### config.mk
export PLATFORM = sky130hd
export DESIGN_NAME = mem_arbiter_flat
export DESIGN_NICKNAME = d
export VERILOG_FILES = /design/src/rtl/mem_arbiter_pkg.sv /design/src/rtl/mem_arbiter_if.sv /design/src/rtl/mem_arbiter.sv /design/src/flat_wrapper.sv
export SDC_FILE = /design/constraint.sdc
export NUM_CORES = 1
export LEC_CHECK = 0
export ABC_AREA = 0
export BUFFER_PORTS_ARGS = -buffer_cell sky130_fd_sc_hd__buf_2
export CAP_MARGIN = 10
export CORE_MARGIN = 2
export CORE_UTILIZATION = 50
export DETAILED_ROUTE_END_ITERATION = 6
export PLACE_DENSITY = 0.89
export REMOVE_ABC_BUFFERS = 1
export SLEW_MARGIN = 30
export SYNTH_ARGS = -nofsm -noshare
export SYNTH_HDL_FRONTEND = slang
export SYNTH_SLANG_ARGS = --single-unit
### constraint.sdc
create_clock -name clk -period 3.36 [get_ports clk]
set_input_delay 0.168 -clock clk [delete_from_list [all_inputs] [get_ports clk]]
set_output_delay 0.168 -clock clk [all_outputs]
set_load 0.05 [all_outputs]
### src/rtl/mem_arbiter_pkg.sv
// Shared encodings for the external RAM arbiter: FSM states, access-size codes,
// grant ids, and the size-to-byte-count decode.
package mem_arbiter_pkg;

  typedef enum logic [2:0] {
    ST_IDLE   = 3'd0,
    ST_IFETCH = 3'd1,
    ST_DREAD  = 3'd2,
    ST_DWRITE = 3'd3,
    ST_DDONE  = 3'd4
  } state_t;

  typedef enum logic [1:0] {
    SZ_1B  = 2'b00,
    SZ_2B  = 2'b01,
    SZ_4B  = 2'b10,
    SZ_BAD = 2'b11
  } dsize_t;

  typedef enum logic {
    GNT_DATA   = 1'b0,
    GNT_ICACHE = 1'b1
  } gnt_t;

  // The illegal code degrades to a single-byte access rather than hanging the port.
  function automatic logic [2:0] size_bytes(input logic [1:0] sz);
    case (dsize_t'(sz))
      SZ_2B:   return 3'd2;
      SZ_4B:   return 3'd4;
      default: return 3'd1;
    endcase
  endfunction

endpackage

### src/rtl/mem_arbiter_if.sv
// Requester-side and RAM-side signals of the byte-wide memory arbiter.
// slave = arbiter view, master = requester/RAM environment view.
interface mem_arbiter_if #(
  parameter int ADDR_W = 17
);
  logic              flush;
  logic              icache_get_en;
  logic [ADDR_W-1:0] icache_addr;
  logic              icache_out_en;
  logic [7:0]        icache_byte;
  logic              data_req;
  logic              data_we;
  logic [1:0]        data_size;
  logic [ADDR_W-1:0] data_addr;
  logic [31:0]       data_wdata;
  logic              data_done;
  logic [31:0]       data_rdata;
  logic [7:0]        mem_din;
  logic              io_buffer_full;
  logic [ADDR_W-1:0] mem_a;
  logic [7:0]        mem_dout;
  logic              mem_wr;

  modport slave (
    input  flush, icache_get_en, icache_addr, data_req, data_we, data_size,
           data_addr, data_wdata, mem_din, io_buffer_full,
    output icache_out_en, icache_byte, data_done, data_rdata, mem_a, mem_dout, mem_wr
  );

  modport master (
    output flush, icache_get_en, icache_addr, data_req, data_we, data_size,
           data_addr, data_wdata, mem_din, io_buffer_full,
    input  icache_out_en, icache_byte, data_done, data_rdata, mem_a, mem_dout, mem_wr
  );
endinterface

### src/rtl/mem_arbiter.sv
// Owner of the byte-wide RAM port: round-robin between ICache fill stream and one
// data requester, sequencing 1/2/4-byte little-endian loads/stores.
module mem_arbiter
  import mem_arbiter_pkg::*;
#(
  parameter int ADDR_W = 17
) (
  input  logic         clk,
  input  logic         rst,
  mem_arbiter_if.slave bus
);

  state_t            state, state_nxt;
  gnt_t              last_grant;
  logic [ADDR_W-1:0] addr_q;
  logic [ADDR_W-1:0] mem_a_q;
  logic [7:0]        mem_dout_q;
  logic [3:0][7:0]   wdata_q;
  logic [3:0][7:0]   rdata_q;
  logic              we_q;
  logic [2:0]        n_q;
  logic [2:0]        k_q;
  logic              fetch_vld_q;

  logic              grant_i, grant_d;
  logic              fetch_issue, rd_issue, rd_capture, wr_fire;
  logic [1:0]        cap_idx;
  logic [ADDR_W-1:0] byte_addr;

  assign byte_addr   = addr_q + ADDR_W'(k_q);
  assign fetch_issue = (state == ST_IFETCH) && bus.icache_get_en && !bus.flush;
  // k_q counts issued bytes; one extra DREAD cycle with k_q==n_q catches the last return.
  assign rd_issue    = (state == ST_DREAD) && (k_q != n_q);
  assign rd_capture  = (state == ST_DREAD) && (k_q != 3'd0);
  assign cap_idx     = k_q[1:0] - 2'd1;
  assign wr_fire     = (state == ST_DWRITE) && !bus.io_buffer_full;

  always_ff @(posedge clk) begin
    if (!rst) state <= ST_IDLE;
    else      state <= state_nxt;
  end

  always_comb begin
    state_nxt = state;
    grant_i   = 1'b0;
    grant_d   = 1'b0;
    case (state)
      ST_IDLE: begin
        if (bus.data_req && bus.icache_get_en) begin
          if (last_grant == GNT_DATA) grant_i = 1'b1;
          else                        grant_d = 1'b1;
        end else if (bus.data_req) begin
          grant_d = 1'b1;
        end else if (bus.icache_get_en) begin
          grant_i = 1'b1;
        end
        if (grant_i)      state_nxt = ST_IFETCH;
        else if (grant_d) state_nxt = bus.data_we ? ST_DWRITE : ST_DREAD;
      end
      ST_IFETCH: if (bus.flush || !bus.icache_get_en) state_nxt = ST_IDLE;
      ST_DREAD:  if (k_q == n_q) state_nxt = ST_DDONE;
      ST_DWRITE: if (wr_fire && (k_q == n_q - 3'd1)) state_nxt = ST_DDONE;
      ST_DDONE:  state_nxt = ST_IDLE;
      default:   state_nxt = ST_IDLE;
    endcase
  end

  // RAM address/data hold their last driven value whenever no access is in flight.
  always_comb begin
    bus.mem_a    = mem_a_q;
    bus.mem_dout = mem_dout_q;
    bus.mem_wr   = 1'b0;
    case (state)
      ST_IFETCH: bus.mem_a = bus.icache_addr;
      ST_DREAD:  if (rd_issue) bus.mem_a = byte_addr;
      ST_DWRITE: begin
        bus.mem_a    = byte_addr;
        bus.mem_dout = wdata_q[k_q[1:0]];
        bus.mem_wr   = wr_fire;
      end
      default: ;
    endcase
    bus.icache_out_en = (state == ST_IFETCH) && fetch_vld_q && !bus.flush;
    bus.icache_byte   = bus.icache_out_en ? bus.mem_din : 8'h00;
    bus.data_done     = (state == ST_DDONE);
    bus.data_rdata    = (bus.data_done && !we_q) ? rdata_q : 32'h0;
  end

  always_ff @(posedge clk) begin
    if (!rst) begin
      last_grant  <= GNT_DATA;
      addr_q      <= '0;
      mem_a_q     <= '0;
      mem_dout_q  <= '0;
      wdata_q     <= '0;
      rdata_q     <= '0;
      we_q        <= 1'b0;
      n_q         <= '0;
      k_q         <= '0;
      fetch_vld_q <= 1'b0;
    end else begin
      mem_a_q     <= bus.mem_a;
      mem_dout_q  <= bus.mem_dout;
      fetch_vld_q <= fetch_issue;
      if (grant_i) last_grant <= GNT_ICACHE;
      if (grant_d) begin
        last_grant <= GNT_DATA;
        addr_q     <= bus.data_addr;
        we_q       <= bus.data_we;
        n_q        <= size_bytes(bus.data_size);
        wdata_q    <= bus.data_wdata;
        rdata_q    <= '0;
        k_q        <= '0;
      end
      if (rd_capture)          rdata_q[cap_idx] <= bus.mem_din;
      if (rd_issue || wr_fire) k_q <= k_q + 3'd1;
    end
  end

endmodule

### src/flat_wrapper.sv
// flat-port wrapper written by rule: the top's interface ports become plain ports
module mem_arbiter_flat import mem_arbiter_pkg::*;
#(
  parameter int ADDR_W = 17
)
  (clk, rst, bus_flush, bus_icache_get_en, bus_icache_addr, bus_data_req, bus_data_we, bus_data_size, bus_data_addr, bus_data_wdata, bus_mem_din, bus_io_buffer_full, bus_icache_out_en, bus_icache_byte, bus_data_done, bus_data_rdata, bus_mem_a, bus_mem_dout, bus_mem_wr);
  mem_arbiter_if #(.ADDR_W(ADDR_W)) bus_i ();
  input  logic clk;
  input  logic rst;
  input wire logic [$bits(bus_i.flush)-1:0] bus_flush;
  input wire logic [$bits(bus_i.icache_get_en)-1:0] bus_icache_get_en;
  input wire logic [$bits(bus_i.icache_addr)-1:0] bus_icache_addr;
  input wire logic [$bits(bus_i.data_req)-1:0] bus_data_req;
  input wire logic [$bits(bus_i.data_we)-1:0] bus_data_we;
  input wire logic [$bits(bus_i.data_size)-1:0] bus_data_size;
  input wire logic [$bits(bus_i.data_addr)-1:0] bus_data_addr;
  input wire logic [$bits(bus_i.data_wdata)-1:0] bus_data_wdata;
  input wire logic [$bits(bus_i.mem_din)-1:0] bus_mem_din;
  input wire logic [$bits(bus_i.io_buffer_full)-1:0] bus_io_buffer_full;
  output wire logic [$bits(bus_i.icache_out_en)-1:0] bus_icache_out_en;
  output wire logic [$bits(bus_i.icache_byte)-1:0] bus_icache_byte;
  output wire logic [$bits(bus_i.data_done)-1:0] bus_data_done;
  output wire logic [$bits(bus_i.data_rdata)-1:0] bus_data_rdata;
  output wire logic [$bits(bus_i.mem_a)-1:0] bus_mem_a;
  output wire logic [$bits(bus_i.mem_dout)-1:0] bus_mem_dout;
  output wire logic [$bits(bus_i.mem_wr)-1:0] bus_mem_wr;
  assign bus_i.flush = bus_flush;
  assign bus_i.icache_get_en = bus_icache_get_en;
  assign bus_i.icache_addr = bus_icache_addr;
  assign bus_i.data_req = bus_data_req;
  assign bus_i.data_we = bus_data_we;
  assign bus_i.data_size = bus_data_size;
  assign bus_i.data_addr = bus_data_addr;
  assign bus_i.data_wdata = bus_data_wdata;
  assign bus_i.mem_din = bus_mem_din;
  assign bus_i.io_buffer_full = bus_io_buffer_full;
  assign bus_icache_out_en = bus_i.icache_out_en;
  assign bus_icache_byte = bus_i.icache_byte;
  assign bus_data_done = bus_i.data_done;
  assign bus_data_rdata = bus_i.data_rdata;
  assign bus_mem_a = bus_i.mem_a;
  assign bus_mem_dout = bus_i.mem_dout;
  assign bus_mem_wr = bus_i.mem_wr;
  mem_arbiter #(.ADDR_W(ADDR_W)) u_core (.clk(clk), .rst(rst), .bus(bus_i));
endmodule
**Word-level counts from Yosys, hierarchy flattened**

Cells that the tools add are included.
Widths: inputs -> output; s select.

- Flip-flop bits (word level): 118
- Bits of input ports: 83
- Output and inout bits: 68
- Logic and storage cells: 95

- Add/sub/neg operators: 4
- Magnitude comparators: 3
- Equality and inequality tests: 13
- Mux-type cells: 35
- Bitwise gates (word level): 1
- Reduce and logical (&&, ||, !) cells: 22

Operators by type and width:

| operator | number |
|---|---|
| $mux 32 | 4 |
| $pmux 17 s3 | 1 |
| $bwmux 32 | 1 |
| $mux 8 | 4 |
| $mux 3 | 7 |
| $add 17x3->17 | 1 |
| $mux 17 | 1 |
| $bmux 8 s2 | 1 |
| $demux 8 s2 | 1 |
| $mux 1 | 13 |
| $pmux 3 s4 | 1 |
| $logic_and 1x1->1 | 11 |
| $eq 3x2->1 const B | 2 |
| $eq 3x3->1 | 2 |
| $lt 2x3->1 const B | 2 |
| $ne 2x2->1 const B | 3 |
| $pmux 3 s2 | 1 |
| $logic_not 1->1 | 4 |
| $reduce_and 4->1 | 1 |
| $add 3x1->3 const B | 1 |
| $eq 3x1->1 const B | 1 |
| $eq 3x3->1 const B | 1 |
| $logic_not 3->1 | 1 |
| $ne 3x1->1 const B | 1 |
| other kinds (11) | 12 |

**Longest topological paths before layout**

- Depth after elaboration: 8
- Mapped depth: 9
- Mapped depth without buffers: 8

**Worst setup path after synthesis**

OpenSTA, ideal clock, no wires.

- Path type: register to output
- Start point: register u_core.k_q[1]
- End point: output port bus_mem_a[14]
- Arrival: 3.026 ns
- Data required time: 3.192 ns
- Setup slack: 0.166 ns
- Cell stages (with the launch flop): 9
- Buffers on the path: 1
- Cells stage by stage: dfxtp_1 > buf_2 > inv_1 > fa_1 > nor2b_1 > o211ai_1 > nor2_1 > xnor2_1 > o21ai_0

- Cells in the longest elaborated chain, start to end: 4
- Elaborated cells between the ends (all ways): 5
- Classes of those cells: add/sub (1); eq/ne (1); mux (2); reduce/logical (1)

Ends and longest elaborated chain:

| item | line | text |
|---|---|---|
| from (decl) | mem_arbiter.sv:22 | `logic [2:0] k_q;` |
| from (signal assigned) | mem_arbiter.sv:116 | `if (rd_issue \|\| wr_fire) k_q <= k_q + 3'd1;` |
| parallel branches: the longest is 3 deep, another holds $add 17x3->17 | - |  |
| $pmux 17 s3 * | mem_arbiter.sv:73 | `case (state)` |
| to (decl) | flat_wrapper.sv:24 | `output wire logic [$bits(bus_i.mem_a)-1:0] bus_mem_a;` |

Mark *: on every way between the ends.

**Final worst setup path**

- Start point: register u_core.state[0]
- End point: output port bus_mem_a[16]

- Cells in the longest elaborated chain, start to end: 4
- Elaborated cells between the ends (all ways): 6
- Classes of those cells: eq/ne (3); mux (2); reduce/logical (1)

Ends and longest elaborated chain:

| item | line | text |
|---|---|---|
| from (decl) | mem_arbiter.sv:13 | `state_t state, state_nxt;` |
| from (signal assigned) | mem_arbiter.sv:40 | `else state <= state_nxt;` |
| $eq 3x2->1 | mem_arbiter.sv:33, mem_arbiter.sv:73 |  |
| $logic_and 1x1->1 | mem_arbiter.sv:33 | `assign rd_issue = (state == ST_DREAD) && (k_q != n_q);` |
| $mux 17 | mem_arbiter.sv:75 | `ST_DREAD: if (rd_issue) bus.mem_a = byte_addr;` |
| $pmux 17 s3 * | mem_arbiter.sv:73 |  |

Mark *: on every way between the ends. The rest lies on a longest branch, timed or not.

==> flow_summary.json <==
{
  "die-width_microns": 110,
  "power.switching_w": 0.00161,
  "slew_headroom_pct": 42.3,
  "synthSimpleGateAreaFrac_pct": 25.9,
  "max_freq_mhz": 310,
  "avgViaCountPerCell": 5.60,
  "ys_warn_count": 0,
  "holdWs_ps": 18.8,
  "avgSynthCellArea_sq_um": 8.63,
  "antenna_cells": 0,
  "place_ws_ps": 784,
  "crit_end": "bus_mem_a[16]",
  "rr_startpoint": "u_core.state[0]",
  "ir_drop_mv": 0.523,
  "netlist_area_sq_um": 5600,
  "p_int_w": 0.00306,
  "p_per_area_nw_per_um2": 608,
  "routed-via-count": 5622,
  "grt-busiest-layer": "met2",
  "p_leak_nw": 3.31,
  "clkTransAtPathRegs_ps": 60,
  "grt.overflow.total": 0,
  "die_area_sq_um": 12100,
  "synthesis.instances": 649,
  "ys_ff_latch": 118,
  "power_w": 0.00467,
  "die_h_microns": 110,
  "fin_nets": 946,
  "async_reset_ff_share_pct": 0,
  "wire_per_inst_microns": 16.8,
  "critPathSlowestCell": "dfxtp_1",
  "htreeDepth": 4,
  "global_route.usage.met1_pct": 33.9,
  "clock_latency_ps": 530,
  "grt_pass1_wl_microns": 26600,
  "met2_usage_pct": 49.6,
  "clockPowerShare_pct": 40.1,
  "synthToLayoutAreaGrowth_pct": 37.1,
  "cts.sinks": 118,
  "worst_slew_pin_slew_ps": 865,
  "row_count": 38,
  "p_comb_share_pct": 24.9,
  "hpwl_microns": 10200,
  "finalCritPeriodShare_pct": 95.9,
  "antenna_found_initial": 0,
  "synth_edf_count": 0,
  "ant_nets": 0,
  "regToRegEndpoint": "u_core.state[0]",
  "critPathKind": "reg -> out",
  "synth_xor_area_share_pct": 3.42,
  "numCtsBuffers": 17,
  "synth_compound_area_share_pct": 16.6,
  "worstHoldPathType": "in -> reg",
  "portBuffers": 150,
  "p_sw_share_pct": 34.4,
  "drc": 0,
  "rrSetupSlack_ps": 710,
  "first_iter_violations": 445,
  "post-cts-setup-buffer-count": 0,
  "yosysUniqueCellTypes": 52,
  "ys_seq_area_share_pct": 42.2,
  "grt_pass1_vias": 5551,
  "reg2regPathDepth": 4,
  "synth_adder_area_share_pct": 2.82,
  "hold_violations": 0,
  "tritoncts": "done",
  "path_max_fanout": 18,
  "gr-usage-all-layers_pct": 28.6,
  "status": "completed",
  "setup_violations": 0,
  "rsz0062_at_grt": "no",
  "grt_util_met3_pct": 6.70,
  "startpoint_type": "flip-flop",
  "firstDrtPassIters": 5,
  "initial_core_util_pct": 51.4,
  "place_congestion": 0.848,
  "cts_root_buf": "clkbuf_8",
  "cp.arrival_ps": 3060,
  "startpoint": "u_core.state[0]",
  "cp.required_ps": 3190,
  "cpPeakStageDelay_ps": 880,
  "grt_start_max_net_pins": 59,
  "yosys_most_used_dff": "dfxtp_1",
  "final_layout_size_suffix_gt1_share_pct": 25.5,
  "synth_top_family_by_area": "simple AND/OR/NAND/NOR gates",
  "max_cap_viol_count": 0,
  "setup_slack_ps": 137,
  "ioPinCount": 151,
  "period_needed_ps": 3220,
  "clock_tree.buffer_depth": 2,
  "core-area_sq_um": 10900,
  "wl_microns": 16800,
  "power_frac_seq_pct": 35.0,
  "synthMuxAreaShare_pct": 5.01,
  "drv_slew": 0,
  "worstPathCellList": "inv_1, a41oi_2, nand3b_1, nand3_1, buf_2",
  "end_kind": "output pin",
  "fin_skew_ps": 8.90,
  "tns_ps": 0
}
## synthesized netlist by cell type (3+ instances only)
library cell  instances  share of area [%]
ha_1                 11                2.5
and2_1               62                6.9
xor2_1                9                1.4
buf_2                 9               0.80
xnor2_1              11                1.7
inv_1                12               0.80
nand3_1              15                1.3
nor2b_1               9                1.0
clkbuf_1             29                1.9
nand2b_1              3               0.34
a21oi_1              62                5.5
o41ai_1               4               0.63
a22oi_1              36                4.8
mux4_2                8                3.2
dfxtp_1             118                 42
o21ai_0               6               0.54
nor2_1               43                2.9
mux2_2                7                1.4
nand2_1             121                8.1
and3_1               14                1.6
a221o_1               9                1.6
nor4b_4               4                1.7
nor3_1                5               0.45
o2111ai_1             3               0.47
## worst min path at each step
stage / cells past startpoint / from / slack, ps / endpoint
global route: 3 / bus_mem_din[6] / 20 / u_core.rdata_q[6]
floorplan: 2 / rst / 280 / u_core.state[1]
finish: 3 / bus_mem_din[6] / 20 / u_core.rdata_q[6]
global placement: 3 / bus_data_addr[0] / 410 / u_core.addr_q[0]
CTS: 3 / bus_mem_din[6] / 6 / u_core.rdata_q[6]
detailed placement: 3 / bus_data_wdata[23] / 410 / u_core.wdata_q[23]
## placed cells by master, fill, tap and decap left out, types with 13 or more instances in the layout
cell,netlist,final
a21oi_1,62,62
a22oi_1,36,36
and2_1,62,62
and3_1,14,13
buf_2,9,150
clkbuf_16,0,16
dfxtp_1,118,118
dlygate4sd3_1,0,63
nand2_1,121,121
nand3_1,15,14
nor2_1,43,43
## area by class of cell
class	count	area [sq um]
Fill cell	771	3210
Multi-Input combinational cell	477	3020
Sequential cell	118	2360
Timing Repair Buffer	224	1460
Clock buffer	17	414
Clock inverter	15	191
Tap cell	140	175
Inverter	13	50.0
## power groups by stage
| stage | registers (W) | clock network [W] | logic (W) |
|---|---|---|---|
| after CTS | 0.00163 | 0.00188 | 0.00114 |
| after detailed placement | 0.00166 | 0 | 0.00108 |
| after floorplan | 0.00163 | 0 | 0.000773 |
| final | 0.00164 | 0.00187 | 0.00116 |
| after global placement | 0.00165 | 0 | 0.00106 |
| after global routing | 0.00165 | 0.00195 | 0.00125 |
## sequential cells by signal, indices dropped and copies added (netlist names)
register,flops
u_core.mem_a_q,17
u_core.k_q,3
u_core.we_q,1
u_core.fetch_vld_q,1
u_core.last_grant,1
u_core.rdata_q,32
u_core.addr_q,17
u_core.wdata_q,32
u_core.mem_dout_q,8
u_core.state,3
u_core.n_q,3
## timing repair
item	4_1_cts	5_1_grt
endpoints found under the hold margin	73	0
hold buffers	63	0
gates resized for setup	0	0
## critical path: cells and delay by family, from the launching register on
kind            cells  cell delay (ps)
flops               1              880
buf+inv             2              550
simple gates        2              340
compound gates      1              740
## stage by stage
step                      std cells  area (sq um)  util [%]
final                          1004          7680      70.5
after floorplan                 608          5420         -
after CTS                      1004          7680      70.5
after detailed placement        909          6440      59.1
after global routing           1004          7680      70.5
after global placement          909          6440      59.1
## logic make-up (layout without fill, tap and decap cells)
logic type	after synthesis	count (layout)
muxes	17	17
DFF	118	118
adders and majority gates	12	12
and+or+nand+nor	287	287
buffers and inverters	54	269
AOI/OAI and AO/OA	140	140
xor gates and xnor gates	21	21
## metal layers
metal / wire [microns] / vias up
met2: 8270 / 271
met1: 6850 / 2648
met4: 390 / 0
li1: - / 2660
met5: 0 / -
met3: 1310 / 43
(Power assumes the default switching activity.)
